`src/rtl/cpu_run_sequencer.sv`:
```
// Host-driven preload and run control for the single-cycle MIPS CPU.
// Streams header/data words into the memory load ports, then runs the CPU.
module cpu_run_sequencer #(
  parameter int ADDR_W     = 6,
  parameter int IMEM_WORDS = 64,
  parameter int RF_WORDS   = 32,
  parameter int DMEM_WORDS = 64
) (
  input  logic              clock,
  input  logic              reset,
  input  logic              host_valid,
  input  logic [31:0]       host_data,
  output logic              host_ready,
  input  logic              cpu_halt,
  output logic              ld_we_imem,
  output logic              ld_we_rf,
  output logic              ld_we_dmem,
  output logic [ADDR_W-1:0] ld_addr,
  output logic [31:0]       ld_wdata,
  output logic              cpu_hold,
  output logic              cpu_start,
  output logic              busy,
  output logic              done,
  output logic [15:0]       cycles_run,
  output logic              err
);

  typedef enum logic [1:0] {
    S_IDLE,
    S_LOAD,
    S_RUN
  } state_t;

  localparam logic [1:0] T_IMEM = 2'b00;
  localparam logic [1:0] T_RF   = 2'b01;
  localparam logic [1:0] T_DMEM = 2'b10;
  localparam logic [1:0] T_RUN  = 2'b11;

  localparam logic [ADDR_W:0] IMEM_LIM = (ADDR_W+1)'(IMEM_WORDS);
  localparam logic [ADDR_W:0] RF_LIM   = (ADDR_W+1)'(RF_WORDS);
  localparam logic [ADDR_W:0] DMEM_LIM = (ADDR_W+1)'(DMEM_WORDS);

  state_t            state_q, state_d;
  logic              ready_q, ready_d;
  logic [1:0]        tgt_q, tgt_d;
  logic [13:0]       cnt_q, cnt_d;
  logic [ADDR_W-1:0] addr_q, addr_d;
  logic [ADDR_W:0]   limit_q, limit_d;
  logic [15:0]       budget_q, budget_d;
  logic              we_imem_q, we_imem_d;
  logic              we_rf_q, we_rf_d;
  logic              we_dmem_q, we_dmem_d;
  logic [ADDR_W-1:0] ld_addr_q, ld_addr_d;
  logic [31:0]       ld_wdata_q, ld_wdata_d;
  logic              hold_q, hold_d;
  logic              start_q, start_d;
  logic              pend_q, pend_d;
  logic              done_q, done_d;
  logic [15:0]       cycles_q, cycles_d;
  logic              err_q, err_d;

  logic              fire;
  logic [1:0]        hdr_tgt;
  logic [13:0]       hdr_cnt;
  logic [15:0]       hdr_arg;
  logic [ADDR_W:0]   hdr_lim;
  logic              in_range;
  logic [15:0]       cyc_inc;

  assign fire    = host_valid && ready_q;
  assign hdr_tgt = host_data[31:30];
  assign hdr_cnt = host_data[29:16];
  assign hdr_arg = host_data[15:0];

  always_comb begin
    hdr_lim = IMEM_LIM;
    unique case (1'b1)
      hdr_tgt == T_RF:   hdr_lim = RF_LIM;
      hdr_tgt == T_DMEM: hdr_lim = DMEM_LIM;
      default:           hdr_lim = IMEM_LIM;
    endcase
  end

  assign in_range = {1'b0, addr_q} < limit_q;
  assign cyc_inc  = (cycles_q == 16'hFFFF) ? cycles_q
                                           : cycles_q + 16'd1;

  always_comb begin
    state_d    = state_q;
    tgt_d      = tgt_q;
    cnt_d      = cnt_q;
    addr_d     = addr_q;
    limit_d    = limit_q;
    budget_d   = budget_q;
    we_imem_d  = 1'b0;
    we_rf_d    = 1'b0;
    we_dmem_d  = 1'b0;
    ld_addr_d  = ld_addr_q;
    ld_wdata_d = ld_wdata_q;
    hold_d     = hold_q;
    start_d    = 1'b0;
    pend_d     = 1'b0;
    done_d     = pend_q;
    cycles_d   = cycles_q;
    err_d      = err_q;

    unique case (state_q)
      S_IDLE: begin
        if (fire) begin
          if (hdr_tgt == T_RUN) begin
            budget_d = hdr_arg;
            cycles_d = 16'd0;
            if (hdr_arg == 16'd0) begin
              pend_d = 1'b1;
            end else begin
              state_d = S_RUN;
              start_d = 1'b1;
              hold_d  = 1'b0;
            end
          end else if (hdr_cnt != 14'd0) begin
            state_d = S_LOAD;
            tgt_d   = hdr_tgt;
            cnt_d   = hdr_cnt;
            addr_d  = hdr_arg[ADDR_W-1:0];
            limit_d = hdr_lim;
          end
        end
      end
      S_LOAD: begin
        if (fire) begin
          ld_addr_d  = addr_q;
          ld_wdata_d = host_data;
          if (in_range) begin
            unique case (1'b1)
              tgt_q == T_RF:   we_rf_d   = 1'b1;
              tgt_q == T_DMEM: we_dmem_d = 1'b1;
              default:         we_imem_d = 1'b1;
            endcase
          end else begin
            err_d = 1'b1;
          end
          addr_d = addr_q + ADDR_W'(1);
          cnt_d  = cnt_q - 14'd1;
          if (cnt_q == 14'd1) state_d = S_IDLE;
        end
      end
      S_RUN: begin
        cycles_d = cyc_inc;
        // Budget hit and halt on the same edge collapse into one exit.
        if (cyc_inc == budget_q || cpu_halt) begin
          state_d = S_IDLE;
          hold_d  = 1'b1;
          pend_d  = 1'b1;
        end
      end
      default: begin
        state_d = S_IDLE;
        hold_d  = 1'b1;
      end
    endcase

    ready_d = (state_d != S_RUN);
  end

  always_ff @(posedge clock or posedge reset) begin
    if (reset) begin
      state_q    <= S_IDLE;
      ready_q    <= 1'b0;
      tgt_q      <= T_IMEM;
      cnt_q      <= '0;
      addr_q     <= '0;
      limit_q    <= '0;
      budget_q   <= '0;
      we_imem_q  <= 1'b0;
      we_rf_q    <= 1'b0;
      we_dmem_q  <= 1'b0;
      ld_addr_q  <= '0;
      ld_wdata_q <= '0;
      hold_q     <= 1'b1;
      start_q    <= 1'b0;
      pend_q     <= 1'b0;
      done_q     <= 1'b0;
      cycles_q   <= '0;
      err_q      <= 1'b0;
    end else begin
      state_q    <= state_d;
      ready_q    <= ready_d;
      tgt_q      <= tgt_d;
      cnt_q      <= cnt_d;
      addr_q     <= addr_d;
      limit_q    <= limit_d;
      budget_q   <= budget_d;
      we_imem_q  <= we_imem_d;
      we_rf_q    <= we_rf_d;
      we_dmem_q  <= we_dmem_d;
      ld_addr_q  <= ld_addr_d;
      ld_wdata_q <= ld_wdata_d;
      hold_q     <= hold_d;
      start_q    <= start_d;
      pend_q     <= pend_d;
      done_q     <= done_d;
      cycles_q   <= cycles_d;
      err_q      <= err_d;
    end
  end

  assign host_ready = ready_q;
  assign ld_we_imem = we_imem_q;
  assign ld_we_rf   = we_rf_q;
  assign ld_we_dmem = we_dmem_q;
  assign ld_addr    = ld_addr_q;
  assign ld_wdata   = ld_wdata_q;
  assign cpu_hold   = hold_q;
  assign cpu_start  = start_q;
  assign busy       = (state_q != S_IDLE);
  assign done       = done_q;
  assign cycles_run = cycles_q;
  assign err        = err_q;

endmodule

```
`config.mk`:
```
export PLATFORM = sky130hd
export DESIGN_NAME = cpu_run_sequencer
export DESIGN_NICKNAME = d
export VERILOG_FILES = /design/src/rtl/cpu_run_sequencer.sv
export SDC_FILE = /design/constraint.sdc
export NUM_CORES = 1
export LEC_CHECK = 0
export ABC_AREA = 0
export CAP_MARGIN = 15
export CELL_PAD_IN_SITES_DETAIL_PLACEMENT = 2
export CELL_PAD_IN_SITES_GLOBAL_PLACEMENT = 2
export CORE_MARGIN = 5
export CORE_UTILIZATION = 33
export DETAILED_ROUTE_END_ITERATION = 10
export PLACE_DENSITY_LB_ADDON = 0.1
export SETUP_SLACK_MARGIN = 0.5
export SLEW_MARGIN = 40
export SYNTH_ARGS = -nofsm -noshare
export SYNTH_HDL_FRONTEND = slang
export SYNTH_SLANG_ARGS = --single-unit
```
`constraint.sdc`:
```
create_clock -name clock -period 4.8 [get_ports clock]
set_clock_uncertainty 0.2 [all_clocks]
set_input_delay 0.96 -clock clock [delete_from_list [all_inputs] [get_ports clock]]
set_output_delay 0.96 -clock clock [all_outputs]
set_load 0.02 [all_outputs]
```
; Yosys cells after proc, flatten, opt, wreduce, memory -nomap -nowiden
; Index checks and enable logic that the tools add are counted.
[word_totals]
input_bits = 36
out_inout_bits = 63
ff_bits = 110
[op_classes]
n_eq_ne = 17
order_cmp = 1
n_bitwise = 3
n_mux = 49
add_sub_neg = 3
reduce_logical = 16
[op_table]
columns = operator, n
row1 = $mux W14, 4
row2 = $mux W16, 3
row3 = $pmux W16 S2, 1
row4 = $pmux W14 S2, 1
row5 = $mux W1, 24
row6 = $mux W6, 4
row7 = $add A16 B1 Y16 const B, 1
row8 = $eq A16 B16 Y1, 1
row9 = $eq A16 B16 Y1 const B, 1
row10 = $logic_not A16 Y1, 1
row11 = $ne A2 B2 Y1 const B, 8
row12 = $eq A14 B1 Y1 const B, 1
row13 = $mux W2, 7
row14 = $reduce_bool A14 Y1, 1
row15 = $sub A14 B1 Y14 const B, 1
row16 = $pmux W6 S2, 1
row17 = $reduce_and A5 Y1, 2
row18 = $reduce_and A3 Y1, 3
row19 = $lt A6 B7 Y1, 1
row20 = $mux W7, 1
row21 = $add A6 B1 Y6 const B, 1
row22 = $eq A2 B1 Y1 const B, 3
row23 = $eq A2 B2 Y1 const B, 3
row24 = $pmux W2 S3, 1
row25 = other kinds (10), 14

; Logic depth before layout (Yosys ltp)
; Gate-level depths: netlist of the first run.
[logic_depth]
depth_word = 7
mapped_depth = 10
depth_no_buf = 8

; Least setup slack after synthesis of the first run
; OpenSTA, ideal clock, no wires.
[synth_path]
path_kind = in2reg
start = input host_data[25]
end = register ld_addr_q[0] (netlist: ld_addr[0])
arrival_ns = 2.400
slack_ns = 2.075
stages = 7
required_time_ns = 4.475
cell_sequence = nor4_1 nand4_1 nand2_1 a211oi_2 nand2_1 clkbuf_1 mux2_2
[synth_rtl]
columns = element, line_no
row1 = "start, declared", 12  ; input logic [31:0] host_data,
row2 = "end signal, assigned", 196  ; ld_addr_q <= ld_addr_d;
row3 = "end, declared", 53  ; logic [ADDR_W-1:0] ld_addr_q, ld_addr_d;

; Final worst setup path of the first run
[layout_path]
start = register cycles_q[0] (netlist: cycles_run[0])
end = register state_q[1]
[layout_between]
elab_chain_cells = 6
[layout_lines]
columns = element, line_no
row1 = "start, declared", 59  ; logic [15:0] cycles_q, cycles_d;
row2 = "start signal, assigned", 202  ; cycles_q <= cycles_d;
row3 = $add A16 B1 Y16 or $eq A16 B16 Y1 (tied branches), "86, 85"
row4 = $mux W16 *, 85  ; assign cyc_inc = (cycles_q == 16'hFFFF) ? cycles_q
row5 = $eq A16 B16 Y1 *, 150  ; if (cyc_inc == budget_q || cpu_halt) begin
row6 = $logic_or A1 B1 Y1 *, 150
row7 = $mux W2 *, 150
row8 = $pmux W2 S3 *, 107  ; unique case (state_q)
row9 = named net state_d[1], 43  ; state_t state_q, state_d;
row10 = "end signal, assigned", 186  ; state_q <= state_d;
row11 = "end, declared", 43
; The timed path passes the listed nets; every way through them passes the cells marked *.
; A chain may end at the register's enable or synchronous reset.

==> results.json, run 1 <==
{
  "path_max_fanout": 10,
  "cts_tree": "built",
  "cts_root_buf": "clkbuf_16",
  "drive_gt1_frac": 0.1517,
  "cap_violations": 0,
  "cp-start-kind": "flip-flop",
  "worst_slew_pin_slew_ps": 773.5,
  "antenna_left": 0,
  "p_leak_nw": 2.799,
  "grt.overflow.total": 0,
  "irDropWorstVdd_mv": 0.2600,
  "critPathMaxStageDelay_ps": 630,
  "initial_core_util": 0.3344,
  "synth_edf_count": 0,
  "cp.buffers_inverters": 0,
  "critPathKind": "reg -> reg",
  "tns_ps": 0,
  "dpl.hpwl_mm": 13.13,
  "cellPowerDensity_nw_per_um2": 645.0,
  "worstPathArrival_ps": 3470,
  "synth_seq_area_share": 0.4774,
  "synth_warnings": 0,
  "fp.dieW_um": 139.2,
  "cts_hold_buffers": 0,
  "cts_max_path_buffers": 2,
  "required_ps": 4800,
  "port-buffer-count": 98,
  "grt_max_degree": 65,
  "synthesis.area_sq_um": 5507,
  "design.core.area_sq_um": 16470,
  "postSynthAreaPerCell_sq_um": 10.12,
  "remaining_drc_errors": 0,
  "synth-async-reset-ratio": 1.000,
  "gp_congestion": 0.8204,
  "antenna_found_initial": 0,
  "finalSetupViolCount": 0,
  "io_pins": 99,
  "ys_ff_latch": 105,
  "crit_family": "simple AND/OR/NAND/NOR gates",
  "dr.pass1.iters": 4,
  "syn_to_final_growth_pct": 27.31,
  "viasPerCell": 5.399,
  "syn_inst": 544,
  "clock_latency_ps": 350,
  "placementRows": 47,
  "h-tree-depth": 3,
  "die_y_um": 139.2,
  "fmax_mhz": 288.0,
  "status": "completed",
  "wl_per_cell_um": 20.94,
  "grt_pass1_vias": 5182,
  "timing.reg2reg.setup_slack_ps": 1330,
  "hold_viol": 0,
  "grt_pass1_wl_mm": 29.09,
  "vias": 4605,
  "routed_wl_mm": 17.86,
  "syn-num-nets": 586,
  "nets": 670,
  "hold_class": "reg -> reg",
  "crit_chain": "ha_1 -> nand4_4 -> nor4_4 -> mux2i_1 -> nand4_1 -> nor4b_1 -> a41o_1 -> o21ai_0",
  "slowest_stage": "nor4_4",
  "grt_setup_unrepaired": "false",
  "drtIter0Drc": 138,
  "grt_usage": 0.1869,
  "period_minus_slack_ps": 3472,
  "crit_path_end_kind": "flip-flop",
  "post_cts_resized": 0,
  "p_total_mw": 4.522,
  "fp.dieArea_sq_um": 19370,
  "cts_buffers": 9,
  "clock-sinks": 105,
  "slew_headroom": 0.4843,
  "synthFlopType": "dfrtp_1",
  "slew_viol_final": 0,
  "synth_cell_type_count": 57,
  "post_cts_buffers": 0,
  "clk_pin_slew_ps": 70,
  "layout_worst_path_cycle_share": 0.7233,
  "antenna_cells": 0
}
registers in the layout, summed over array words and instances (netlist names), 2 cells and up:
name / flops
budget_q: 16
ld_addr: 6
state_q: 2
cnt_q: 14
tgt_q: 2
addr_q: 6
cycles_run: 16
ld_wdata: 32
limit_q: 2
cells by family (layout without fill, tap and decap cells):
family	after synthesis	after routing	share of synthesized area
buffers and inverters	49	138	0.03772
muxes	55	55	0.1118
adders and majority gates	6	6	0.01363
DFF	105	105	0.4774
and+or+nand+nor	180	180	0.1795
AOI/OAI and AO/OA	128	128	0.1466
xor gates and xnor gates	21	21	0.03340
layout by cell type, fill, tap and decap left out, types with 3 or more instances in the layout:
cell type	Yosys	layout
a21oi_1	32	31
a22oi_1	5	5
a31oi_1	8	8
and2_1	4	4
and3_1	7	7
and4_1	6	6
buf_4	2	4
clkbuf_16	0	9
clkdlybuf4s50_1	0	98
clkinvlp_4	0	3
dfrtp_1	104	104
ha_1	6	6
inv_1	17	16
mux2_2	52	52
mux2i_1	3	3
nand2_1	48	46
nand2b_1	5	5
nand3_1	22	22
nand4_1	10	10
nor2_1	31	31
nor2b_1	4	4
nor3_1	12	11
nor4_1	12	12
o21ai_0	52	52
o31ai_1	4	4
or3_1	3	3
xnor2_1	13	13
xor2_1	8	8
path summary, 6_finish.rpt:
kind | start | endpoint | depth (start not counted)
setup reg to reg | cycles_run[0] | state_q[1] | 8
max in group asynchronous | reset | ld_wdata[7] | 3
hold reg to reg | done_d | done | 0
hold / removal | done_d | done | 0
min in group asynchronous | reset | cycles_run[11] | 2
setup / recovery | cycles_run[0] | state_q[1] | 8
routing by layer:
layer  part of all wire  up-vias  wire (um)  global-route usage
met5                  0        -          0                   0
met4              0.014        0        254             0.05252
met3              0.020       17        350             0.02345
met2               0.55       63       9785              0.3516
met1               0.42     2391       7468              0.2229
li1                   -     2134          -                   -
synthesized netlist by cell type, types with 3 or more instances:
master | instances | area, sq um
nor2_1 | 31 | 116.4
nand4_1 | 10 | 62.56
dfrtp_1 | 104 | 2603
xor2_1 | 8 | 70.07
ha_1 | 6 | 75.07
clkbuf_1 | 17 | 63.81
nor3b_1 | 3 | 22.52
nand3_1 | 22 | 110.1
buf_2 | 12 | 60.06
nor3_1 | 12 | 60.06
inv_1 | 17 | 63.81
xnor2_1 | 13 | 113.9
mux2i_1 | 3 | 30.03
mux2_2 | 52 | 585.6
and3_1 | 7 | 43.79
and4_1 | 6 | 52.55
a22oi_1 | 5 | 37.54
a21oi_1 | 32 | 160.2
o31ai_1 | 4 | 30.03
nor4_1 | 12 | 75.07
o21ai_0 | 52 | 260.3
a31oi_1 | 8 | 50.05
nand2_1 | 48 | 180.2
nand2b_1 | 5 | 31.28
and2_1 | 4 | 25.02
nor2b_1 | 4 | 25.02
or3_1 | 3 | 18.77
per-stage QoR:
step	setup slack, ps	hold slack, ps	utilization	instances	area, sq um
finish	1328	149.3	0.4258	853	7010
global route	1080	165.7	0.4258	853	7010
CTS	1180	153.7	0.4244	852	6988
detailed placement	802.0	135.8	0.4078	836	6715
global placement	496.8	136.5	0.4068	836	6699
floorplan	881.1	131.2	-	544	5507
report_power, final:
group	switching, mW	internal, mW	total [mW]
Sequential	0.441	1.29	1.73
Clock	0.352	0.356	0.708
Combinational	1.09	0.998	2.09
Total	1.88	2.64	4.52
area by class of cell:
| class | instances | area, sq um |
|---|---|---|
| fill | 1766 | 9455 |
| multi-input combinational | 390 | 2703 |
| sequential | 105 | 2629 |
| timing repair buffer | 105 | 1062 |
| tap | 220 | 275.3 |
| clock buffer | 11 | 232.7 |
| inverter | 17 | 68.82 |
| clock inverter | 5 | 40.04 |
Note: power is estimated with default switching activity, not from simulation.
==> run 2, diff against run 1 <==
--- a/config.mk
+++ b/config.mk
@@ -10,7 +10,7 @@
 export CELL_PAD_IN_SITES_DETAIL_PLACEMENT = 2
 export CELL_PAD_IN_SITES_GLOBAL_PLACEMENT = 2
 export CORE_MARGIN = 5
-export CORE_UTILIZATION = 33
+export CORE_UTILIZATION = 30
 export DETAILED_ROUTE_END_ITERATION = 10
 export PLACE_DENSITY_LB_ADDON = 0.1
 export SETUP_SLACK_MARGIN = 0.5
==> constraint.sdc (replaced) <==
create_clock -name clock -period 3 [get_ports clock]
set_clock_uncertainty 0.2 [all_clocks]
set_input_delay 0.6 -clock clock [delete_from_list [all_inputs] [get_ports clock]]
set_output_delay 0.6 -clock clock [all_outputs]
set_load 0.02 [all_outputs]
==> run 2 against run 1 <==
Compared with the run above:
- clock-buffer cell count down 1
- worst hold slack gained 45 ps
- clock power is 82% higher
- worst setup slack lost 870 ps
- die area grew 9.3%
- total power grew 78%
- sequential cell count unchanged
- highest routed layer unchanged
- largest cell class unchanged
- design area up 12%
- final cell count increased by 9.6%
==> results.json, run 2 (same netlist as run 1, synthesis figures left out) <==
{
  "slew_viol_final": 0,
  "min-delay-start": "done_d",
  "r2r_cells": 10,
  "remaining_drc_errors": 0,
  "die_y_um": 145.5,
  "hold_viol": 0,
  "cts_root_buf": "clkbuf_16",
  "layout_worst_path_cycle_share": 0.8470,
  "slew_headroom": 0.5068,
  "initial_core_util": 0.3055,
  "nets": 744,
  "slowest_stage": "dfrtp_2",
  "drtIter0Drc": 122,
  "antenna_left": 0,
  "crit_chain": "buf_6 -> nand4_1 -> nor4_2 -> xor2_1 -> buf_4 -> buf_4 -> nand4_1 -> nand3_2 -> a41o_1 -> o21ai_0",
  "grt_setup_unrepaired": "true",
  "antenna_cells": 0,
  "hold_class": "reg -> reg",
  "critPathKind": "reg -> reg",
  "dp_slack_ps": -98.56,
  "dpl.hpwl_mm": 13.95,
  "cap_violations": 0,
  "required_ps": 3010,
  "status": "completed",
  "antenna_found_initial": 0,
  "period_minus_slack_ps": 2541,
  "worstPathArrival_ps": 2550,
  "placementRows": 49,
  "clock-sinks": 105,
  "drive_gt1_frac": 0.2918,
  "design.core.area_sq_um": 18020,
  "wl_per_cell_um": 21.68,
  "crit_path_end_kind": "flip-flop",
  "fp.dieArea_sq_um": 21160,
  "worstReg2RegStart": "cycles_run[0]",
  "routed_wl_mm": 20.28,
  "port-buffer-count": 98,
  "grt_pass1_vias": 5614,
  "finalSetupViolCount": 0,
  "vias": 4896,
  "hold_depth": 0,
  "grt_pass1_wl_mm": 32.03,
  "viasPerCell": 5.236,
  "gp_congestion": 0.7893,
  "crit_family": "simple AND/OR/NAND/NOR gates",
  "h-tree-depth": 3,
  "dr.pass1.iters": 4,
  "fmax_mhz": 393.5,
  "worst_slack_ps": 459.0,
  "grt.overflow.total": 0,
  "timing.reg2reg.setup_slack_ps": 460,
  "cts_hold_buffers": 0,
  "holdPathEnd": "done",
  "largest_reg_flops": 32,
  "p_total_mw": 8.028,
  "cellPowerDensity_nw_per_um2": 1019,
  "clk_pin_slew_ps": 70,
  "r2r-end": "state_q[1]",
  "p_leak_nw": 3.270,
  "cts_max_path_buffers": 2,
  "worst_slew_pin_slew_ps": 738.0,
  "critPathMaxStageDelay_ps": 400,
  "irDropWorstVdd_mv": 0.4480,
  "cts_buffers": 9,
  "clock_latency_ps": 360,
  "path_max_fanout": 6,
  "final_cell_mix": "89 x dfrtp_1, 85 x clkdlybuf4s50_1, 69 x buf_4, 52 x mux2_2, 51 x o21ai_0",
  "grt_max_degree": 106,
  "cp.buffers_inverters": 3,
  "syn_to_final_growth_pct": 43.13,
  "cts_tree": "built",
  "fp.dieW_um": 145.5,
  "layout_commonest_cell": "dfrtp_1",
  "cp-start-kind": "flip-flop",
  "grt_usage": 0.1879,
  "io_pins": 99
}
[run 2: cell types whose count changed in the layout (fill, tap and decap cells not counted), moves of 3 or more]
cell	delta
and4_1	-3
and4_4	+3
buf_12	+4
buf_4	+65
buf_6	+3
clkdlybuf4s50_1	-13
dfrtp_1	-15
dfrtp_2	+15
dlygate4sd2_1	+9
nor4_1	-5
nor4_2	+3
[run 2: worst max path at each step]
stage / start / endpoint / slack (ps) / cells past startpoint
after floorplan: cycles_run[1] / state_q[1] / 510 / 9
after detailed placement: host_data[25] / ld_wdata[0] / -100 / 9
final: cycles_run[0] / state_q[1] / 460 / 10
after global placement: host_data[25] / ld_addr[3] / -20 / 9
after CTS: cycles_run[1] / state_q[1] / 460 / 8
after global routing: cycles_run[7] / state_q[1] / 350 / 8
[run 2: per-stage QoR]
stage | utilization | instance area, sq um | std cells | hold WS, ps | setup TNS (ps)
final | 0.4372 | 7881 | 935 | 194.5 | 0
after global routing | 0.4372 | 7881 | 935 | 218.4 | 0
after CTS | 0.4268 | 7694 | 917 | 198.9 | 0
after detailed placement | 0.3905 | 7038 | 882 | 185.9 | -2642
after global placement | 0.3905 | 7038 | 882 | 173.5 | -323.1
after floorplan | - | 5532 | 544 | 131.2 | 0
[run 2: final cells by class]
type,instances,area (sq um)
clock buffers,10,229.0
clock inverters,5,81.33
fillers,1928,10140
inverters,17,67.56
multi-input cells,390,2856
flip-flops and latches,105,2648
well taps,229,286.5
repair buffers,179,1713
[run 2: power breakdown]
group | leakage [nW] | switching, mW | total (mW) | internal (mW)
Sequential | 1.25 | 0.606 | 2.68 | 2.08
Combinational | 1.87 | 2.04 | 4.05 | 2.01
Clock | 0.149 | 0.566 | 1.29 | 0.729
Total | 3.27 | 3.21 | 8.03 | 4.82
[run 2: what timing repair did]
action,CTS,global route
cloned,2,0
setup endpoints to repair,48,21
resized for setup,50,16
pin swaps,16,9
setup buffers,18,18
[run 2: metal layers]
layer | global-route usage | vias to the layer above | routed length [um]
li1 | - | 2297 | -
met3 | 0.02865 | 21 | 516
met4 | 0.05550 | 0 | 355
met5 | 0 | - | 0
met2 | 0.3609 | 66 | 11140
met1 | 0.2128 | 2512 | 8262
[run 2: worst register-to-register path, stage by stage, from the launching register on]
cell,delay (ps)
dfrtp_2,400
buf_6,140
nand4_1,160
nor4_2,320
xor2_1,330
buf_4,170
buf_4,120
nand4_1,120
nand3_2,120
a41o_1,230
o21ai_0,90
==> run 3, diff against run 2 <==
==> constraint.sdc (replaced) <==
create_clock -name clock -period 2.1 [get_ports clock]
set_clock_uncertainty 0.2 [all_clocks]
set_input_delay 0.42 -clock clock [delete_from_list [all_inputs] [get_ports clock]]
set_output_delay 0.42 -clock clock [all_outputs]
set_load 0.02 [all_outputs]
==> run 3 against run 2 <==
Compared with the run above:
- the run now ends with negative setup slack left
- utilization is 13 points higher
- via count increased by 22%
- worst setup slack got worse by 1200 ps
- die area did not move
- worst hold slack better by 9.3 ps
- critical path depth shrank 1
- design area rose by 30%
- clock power is 41% higher
- routed wire length is 59% higher
- highest routed layer unchanged
==> results.json, run 3 (same netlist as run 1, synthesis figures left out) <==
{
  "status": "finished with violations",
  "failed_checks": "negative setup slack",
  "fp.dieW_um": 145.5,
  "viasPerCell": 5.538,
  "r2r-end": "done_d",
  "critPathKind": "reg -> reg",
  "cts_tree": "built",
  "drtIter0Drc": 275,
  "cts_max_path_buffers": 2,
  "clock_latency_ps": 370,
  "remaining_drc_errors": 0,
  "hold_class": "in -> reg",
  "grt_pass1_wl_mm": 41.45,
  "cp-start-kind": "flip-flop",
  "finalSetupViolCount": 5,
  "port-buffer-count": 98,
  "worstPathArrival_ps": 2910,
  "dr.pass1.iters": 4,
  "crit_chain": "buf_6 -> and4_1 -> buf_6 -> nand3_4 -> o21ai_0 -> o211ai_1 -> nor4b_2 -> a41o_1 -> a22o_1",
  "power_frac_seq": 0.280,
  "nets": 883,
  "critPathMaxStageDelay_ps": 440,
  "hold_ws_ps": 203.8,
  "gp_congestion": 0.8118,
  "utilization": 0.5675,
  "r2r_cells": 9,
  "grt_usage": 0.2497,
  "grt_max_degree": 68,
  "antenna_found_initial": 1,
  "routed_wl_mm": 32.31,
  "cts_buffers": 9,
  "layout_worst_path_cycle_share": 1.340,
  "syn_to_final_growth_pct": 85.78,
  "switching_share": 0.4459,
  "path_max_fanout": 4,
  "io_pins": 99,
  "slowest_stage": "dfrtp_2",
  "clk_pin_slew_ps": 80,
  "h-tree-depth": 3,
  "die_y_um": 145.5,
  "cpMostUsedCell": "buf_6",
  "worst_slack_ps": -713.5,
  "design.core.area_sq_um": 18020,
  "largest_reg_flops": 32,
  "fp.dieArea_sq_um": 21160,
  "timing.reg2reg.setup_slack_ps": -710,
  "period_minus_slack_ps": 2814,
  "final_cell_mix": "125 x buf_4, 92 x buf_6, 84 x dfrtp_1, 52 x mux2_4, 47 x buf_2",
  "layout_commonest_cell": "buf_4",
  "initial_core_util": 0.3055,
  "cap_violations": 0,
  "required_ps": 2200,
  "clkPwrFrac": 0.124,
  "comb_power_share": 0.596,
  "cts_hold_buffers": 0,
  "drive_gt1_frac": 0.6331,
  "internal_power_mw": 8.154,
  "slew_viol_final": 0,
  "dpl.hpwl_mm": 15.72,
  "p_leak_nw": 4.539,
  "placementRows": 49,
  "min-delay-start": "host_data[26]",
  "clock-sinks": 105,
  "fmax_mhz": 355.4,
  "grt_pass1_vias": 6669,
  "antenna_left": 0,
  "holdPathEnd": "ld_wdata[26]",
  "worstReg2RegStart": "cycles_run[0]",
  "wl_per_cell_um": 30.06,
  "hold_depth": 3,
  "grt.overflow.total": 0,
  "irDropWorstVdd_mv": 0.8288,
  "vias": 5953,
  "hold_viol": 0,
  "power.switching_mw": 6.562,
  "crit_path_end_kind": "flip-flop",
  "worst_slew_pin_slew_ps": 553.3,
  "cellPowerDensity_nw_per_um2": 1439,
  "slew_headroom": 0.6311,
  "cts_root_buf": "clkbuf_16",
  "grt_setup_unrepaired": "true",
  "nFillCells": 1702
}
==> run 3: worst max path at each step <==
| stage | to | slack [ps] | start |
|---|---|---|---|
| after floorplan | state_q[1] | -290 | cycles_run[1] |
| after global placement | ld_wdata[11] | -450 | host_data[16] |
| after detailed placement | ld_wdata[21] | -530 | host_data[25] |
| after CTS | cpu_hold | -380 | cycles_run[11] |
| after global routing | cpu_hold | -730 | cycles_run[0] |
| final | done_d | -710 | cycles_run[0] |
==> run 3: critical path, delay by kind of cell (launching register included) <==
family / cells / cell delay [ps]
AOI/OAI and AO/OA: 4 / 1160
buffers and inverters: 2 / 270
DFF: 1 / 440
and+or+nand+nor: 3 / 670
==> run 3: area by class of cell <==
cell class	count	area [sq um]	area share
inverter	17	67.56	0.006605
tap	229	286.5	0.02801
clock buffer	10	229.0	0.02238
multi-input combinational	390	3825	0.3739
sequential	105	2654	0.2594
clock inverter	5	57.56	0.005626
antenna	1	2.502	0.0002446
timing repair buffer	318	3108	0.3038
==> run 3: routing by layer <==
layer	global-route usage	part of all wire
met2	0.4790	0.54
met1	0.2865	0.38
met3	0.03426	0.033
met4	0.07229	0.049
met5	0	0
==> run 3: per-stage QoR <==
stage	power [mW]	setup TNS, ps	area (sq um)	setup WS (ps)	std cells
after floorplan	7.338	-1077	6056	-290.8	544
after global placement	9.755	-28060	8045	-445.8	964
after detailed placement	10.05	-34500	8045	-533.7	964
after CTS	13.02	-1501	9544	-377.0	1047
after global routing	15.27	-2964	10230	-730.4	1075
final	14.72	-2691	10230	-713.5	1075
==> run 3: power groups by stage <==
stage               combinational, mW  sequential [mW]  clock [mW]
floorplan                        3.04             4.30           0
global placement                 5.93             3.82           0
detailed placement               6.18             3.87           0
CTS                              7.35             3.91        1.76
global route                     9.12             4.21        1.94
finish                           8.77             4.13        1.82
==> run 3: what timing repair did <==
| item | 4_1_cts | 5_1_grt |
|---|---|---|
| gates cloned | 9 | 2 |
| resized for setup | 559 | 98 |
| buffers inserted | 59 | 25 |
| pin swaps | 42 | 39 |
| endpoints found under the hold margin | 0 | 0 |
| endpoints found under the setup margin | 167 | 126 |
